[config.mk]
export PLATFORM = sky130hd
export DESIGN_NAME = multi_pulser
export DESIGN_NICKNAME = d
export VERILOG_FILES = /design/src/rtl/multi_pulser.sv
export SDC_FILE = /design/constraint.sdc
export NUM_CORES = 1
export LEC_CHECK = 0
export BUFFER_PORTS_ARGS = -buffer_cell sky130_fd_sc_hd__buf_2
export CAP_MARGIN = 20
export CORE_ASPECT_RATIO = 1.4
export CORE_MARGIN = 3
export CORE_UTILIZATION = 25
export CTS_BUF_LIST = sky130_fd_sc_hd__clkbuf_2 sky130_fd_sc_hd__clkbuf_4 sky130_fd_sc_hd__clkbuf_8
export DETAILED_ROUTE_END_ITERATION = 10
export HOLD_SLACK_MARGIN = 0.05
export PLACE_DENSITY_LB_ADDON = 0.12
export SLEW_MARGIN = 0
export SYNTH_ARGS = -nofsm -noshare
export SYNTH_HDL_FRONTEND = slang
export SYNTH_SLANG_ARGS = --single-unit
[constraint.sdc]
create_clock -name CLK -period 10.83 [get_ports CLK]
set_input_delay 2.166 -clock CLK [delete_from_list [all_inputs] [get_ports CLK]]
set_output_delay 2.166 -clock CLK [all_outputs]
set_load 0.005 [all_outputs]
[src/rtl/multi_pulser.sv]
// Multi-channel pulse generator: a shared period counter drives NCH channels with per-channel delay/width.
// Optional macro RETRIG_EN: a TRIG while running restarts the run instead of being ignored.
module multi_pulser #(
  parameter int CNT_W   = 32,
  parameter int NCH     = 2,
  parameter int BURST_W = 16
) (
  input  logic                 CLK,
  input  logic                 RST,
  input  logic                 EN,
  input  logic                 TRIG,
  input  logic [CNT_W-1:0]     PERIOD,
  input  logic [NCH*CNT_W-1:0] DELAY,
  input  logic [NCH*CNT_W-1:0] WIDTH,
  input  logic [BURST_W-1:0]   BURST,
  output logic [NCH-1:0]       PULSE,
  output logic                 BUSY,
  output logic                 DONE,
  output logic                 LED
);

  typedef enum logic {IDLE, RUN} state_t;

  state_t               state;
  logic [CNT_W-1:0]     p;
  logic [BURST_W-1:0]   b;
  logic [CNT_W-1:0]     period_s;
  logic [NCH*CNT_W-1:0] delay_s;
  logic [NCH*CNT_W-1:0] width_s;
  logic [BURST_W-1:0]   burst_s;
  logic [NCH-1:0]       cond;
  logic                 start;
  logic                 last;
  logic                 burst_end;

  // A one-cycle period would leave no room for a low phase, so the period floors at 2.
  function automatic logic [CNT_W-1:0] clamp_period(input logic [CNT_W-1:0] v);
    return (v < CNT_W'(2)) ? CNT_W'(2) : v;
  endfunction

  // Window end is formed one bit wider so delay+width never wraps back into range.
  function automatic logic chan_hit(input logic [CNT_W-1:0] pos,
                                    input logic [CNT_W-1:0] d,
                                    input logic [CNT_W-1:0] w,
                                    input logic [CNT_W-1:0] per);
    logic [CNT_W:0] stop;
    stop = {1'b0, d} + {1'b0, w};
    return (d <= pos) && ({1'b0, pos} < stop) && (pos < per);
  endfunction

  always_comb begin
    cond = '0;
    for (int k = 0; k < NCH; k++)
      cond[k] = chan_hit(p, delay_s[k*CNT_W +: CNT_W], width_s[k*CNT_W +: CNT_W], period_s);
  end

`ifdef RETRIG_EN
  assign start = EN && TRIG;
`else
  assign start = EN && TRIG && (state == IDLE);
`endif

  assign last      = (p == period_s - CNT_W'(1));
  assign burst_end = last && (burst_s != '0) && (b == burst_s - BURST_W'(1));

  // Run configuration is captured once per (re)start so later input changes cannot disturb a run.
  always_ff @(posedge CLK) begin
    if (start) begin
      period_s <= clamp_period(PERIOD);
      delay_s  <= DELAY;
      width_s  <= WIDTH;
      burst_s  <= BURST;
    end
  end

  always_ff @(posedge CLK) begin
    if (RST) begin
      state <= IDLE;
      p     <= '0;
      b     <= '0;
      PULSE <= '0;
      BUSY  <= 1'b0;
      DONE  <= 1'b0;
      LED   <= 1'b0;
    end else begin
      DONE <= 1'b0;
      case (state)
        IDLE: begin
          PULSE <= '0;
          if (start) begin
            state <= RUN;
            p     <= '0;
            b     <= '0;
            BUSY  <= 1'b1;
          end
        end
        RUN: begin
          if (!EN) begin
            state <= IDLE;
            BUSY  <= 1'b0;
            PULSE <= '0;
          end else if (start) begin
            p     <= '0;
            b     <= '0;
            PULSE <= '0;
          end else begin
            PULSE <= cond;
            if (last) begin
              p   <= '0;
              b   <= b + BURST_W'(1);
              LED <= ~LED;
              if (burst_end) begin
                state <= IDLE;
                BUSY  <= 1'b0;
                DONE  <= 1'b1;
              end
            end else begin
              p <= p + CNT_W'(1);
            end
          end
        end
        default: state <= IDLE;
      endcase
    end
  end

endmodule

==> results.cfg <==
[run_status]
status = finished, final reports clean

[yosys]
synth-seq-cells = 230
synthAdderAreaFrac = 0.176
synthCells = 1639
synth-compound-area-share = 0.173
async_flop_share = 0
synth.distinct_cells = 74
synth-seq-area-share = 0.392
synth_xor_area_frac = 0.0636
ys_warn_count = 0
yosys.area.top_type = edfxtp_1
netlist_top_cells_area = edfxtp_1, ha_1, dfxtp_1, a21oi_1, xnor2_1
synth_top_family_by_area = adder cells
synth-edff-count = 176
synth.top_cell.area_share = 0.325
syn_nets = 2047
yosys_most_used_dff = edfxtp_1
synth-simple-area-share = 0.151
synth_area_um2 = 16300
syn_avg_cell_area_um2 = 9.92
yosys-mux-area-fraction = 0.00770

[run]
maxCapViolCount = 0

[worst_setup_path]
path_cells = ha_1 > a21oi_1 > nor2_1 > nor4b_1 > o311a_1 > o21ai_0 > a311o_1 > a311o_1 > a21oi_1 > xor2_1 > ha_1 > a2111oi_0 > o21ai_0 > a2111oi_0 > a2111oi_0 > o21ai_0 > o211a_1
cp-start-kind = register
cpPeakStageDelay_ns = 0.90
cp_top_family = compound AO/OA/AOI/OAI gates
end_kind = register
slowest_stage = nor4b_1
cp.required_ns = 11.38
worstSetupPathType = register to register
worst-path-max-fanout = 4
crit_buf_inv = 0
worst_ep_arrival_time_ns = 6.31

[detailed_routing]
drt_iter0_drc = 671
drt-wirelength-per-cell_um = 19.9
drc_errors = 0
viasPerCell = 4.90
first_pass_iters = 5
postRouteAntennaNets = 0
vias = 13200
routed_wl_um = 53800

[global_routing]
overflow = 0
grt_max_degree = 72
grt.total_usage = 0.154
grt_pass1_vias = 13400
grt_pass1_wl_um = 80800
antenna_found_initial = 1

[timing]
setup_viol = 0
relSlewSlack = 0.292
rsz0062_at_grt = no
finalHoldViolations = 0
layout_min_cycle_time_ns = 5.76
finalCritPeriodShare = 0.532
final_max_slew_viol_count = 0
max_freq_ghz = 0.174
skew_ns = 0.0378
setup_tns_ns = 0
holdWs_ns = 0.499
worst_slew_pin_slew_ns = 1.05

[pwr]
p_int_mw = 1.59
cellLeakagePower_nw = 7.62
combPwrFrac = 0.139
p_sw_frac = 0.286
pwr_density_cell_nw_per_um2 = 117
p_seq_frac = 0.457
switchingPower_mw = 0.636
p_clk_frac = 0.405
vdd_ir_drop_max_mv = 0.0832

[die]
die_w_um = 222
die_area_um2 = 68200
rows = 110
die_h_um = 308
core-area_um2 = 64400
start_util = 0.252
io_pins = 185

[clocking]
ctsResizeCount = 0
cts_setup_buffers = 0
cts_max_level = 2
hold_buffers = 0
clockBufferDepth = 3
cts_buffers = 45
clock-sinks = 230
cts-root-buf = clkbuf_8
cts_tree = done
insertion_delay_ns = 0.64
cts.clk_slew.worst_paths_ns = 0.06

[place]
gp_congestion = 0.797
dp_hpwl_um = 43600
io_buffers = 184

[finish]
nets = 2230
area_growth_syn_to_layout_pct = 16.8
fillers = 6768
drive_gt1_frac = 0.157
final_cell_mix = ha_1, buf_2, edfxtp_1
layout_commonest_cell = ha_1

[hold_path]
worstHoldPathType = register to register
==> cell families after synthesis <==
kind of cell | after synthesis
buffers and inverters | 153
AND/OR/NAND/NOR | 456
flip-flops | 230
adder cells (fa/ha/maj) | 228
XOR/XNOR | 118
multiplexers | 12
AO/OA/AOI/OAI | 442
==> cell usage after synthesis (38+ instances only) <==
cell type / count
a21oi_1: 134
edfxtp_1: 176
o21ai_0: 95
nor4_1: 38
xnor2_1: 69
nand4_1: 50
xor2_1: 49
nand2_1: 92
ha_1: 226
clkbuf_1: 53
nor2_1: 79
a21o_1: 65
inv_1: 92
dfxtp_1: 54
nand3_1: 45
==> path summary, 6_finish.rpt <==
path                               from                  end  slack [ns]  cells past startpoint
hold / removal        BUSY$_SDFFE_PP0P_    BUSY$_SDFFE_PP0P_        0.50                      2
setup reg to reg  delay_s[33]$_DFFE_PP_  PULSE[1]$_SDFF_PP0_        5.07                     17
hold reg to reg       BUSY$_SDFFE_PP0P_    BUSY$_SDFFE_PP0P_        0.50                      2
setup / recovery  delay_s[33]$_DFFE_PP_  PULSE[1]$_SDFF_PP0_        5.07                     17
==> layout make-up <==
type,instances,area [µm²],area share
antenna,1,2.50,0.000132
sequential,230,6370,0.335
clock inverter,29,209,0.0110
tap,840,1050,0.0554
timing repair buffer,197,1020,0.0536
clock buffer,53,679,0.0358
multi-input combinational,1256,9320,0.491
inverter,92,345,0.0182
==> power groups by stage <==
| stage | clock (mW) | combinational (mW) | sequential, mW |
|---|---|---|---|
| 2_1_floorplan | 0 | 0.209 | 1.02 |
| 3_3_place_gp | 0 | 0.310 | 1.04 |
| 3_5_place_dp | 0 | 0.311 | 1.04 |
| 4_1_cts | 0.951 | 0.314 | 1.02 |
| 5_1_grt | 0.986 | 0.351 | 1.02 |
| 6_report | 0.901 | 0.309 | 1.02 |
==> flip-flops by register name, summed over array words and instances (netlist names) <==
name,cells
burst_s,16
PULSE,2
b,16
DONE,1
state,1
period_s,32
LED,1
delay_s,64
width_s,64
BUSY,1
p,32
==> worst min-delay path: cells and delay by family (launching register included) <==
kind            cells  cell delay (ns)
compound gates      1             0.05
simple gates        1             0.09
flops               1             0.31
==> metal layers <==
metal | global-route usage | vias up | part of all wire
met4 | 0.0570 | 0 | 0.033
met2 | 0.297 | 244 | 0.54
met1 | 0.169 | 6310 | 0.39
met3 | 0.0230 | 79 | 0.030
met5 | 0 | - | 0
li1 | - | 6592 | -
==> per-stage QoR <==
stage | setup slack [ns] | util | total power [mW] | cells | cell area, µm²
after global routing | 4.68 | 0.295 | 2.36 | 2698 | 19000
after CTS | 5.07 | 0.295 | 2.28 | 2697 | 19000
final | 5.07 | 0.295 | 2.23 | 2698 | 19000
after floorplan | 2.91 | - | 1.23 | 1639 | 16300
after global placement | 5.25 | 0.281 | 1.35 | 2615 | 18100
after detailed placement | 5.08 | 0.281 | 1.35 | 2615 | 18100
(Power assumes the default switching activity.)
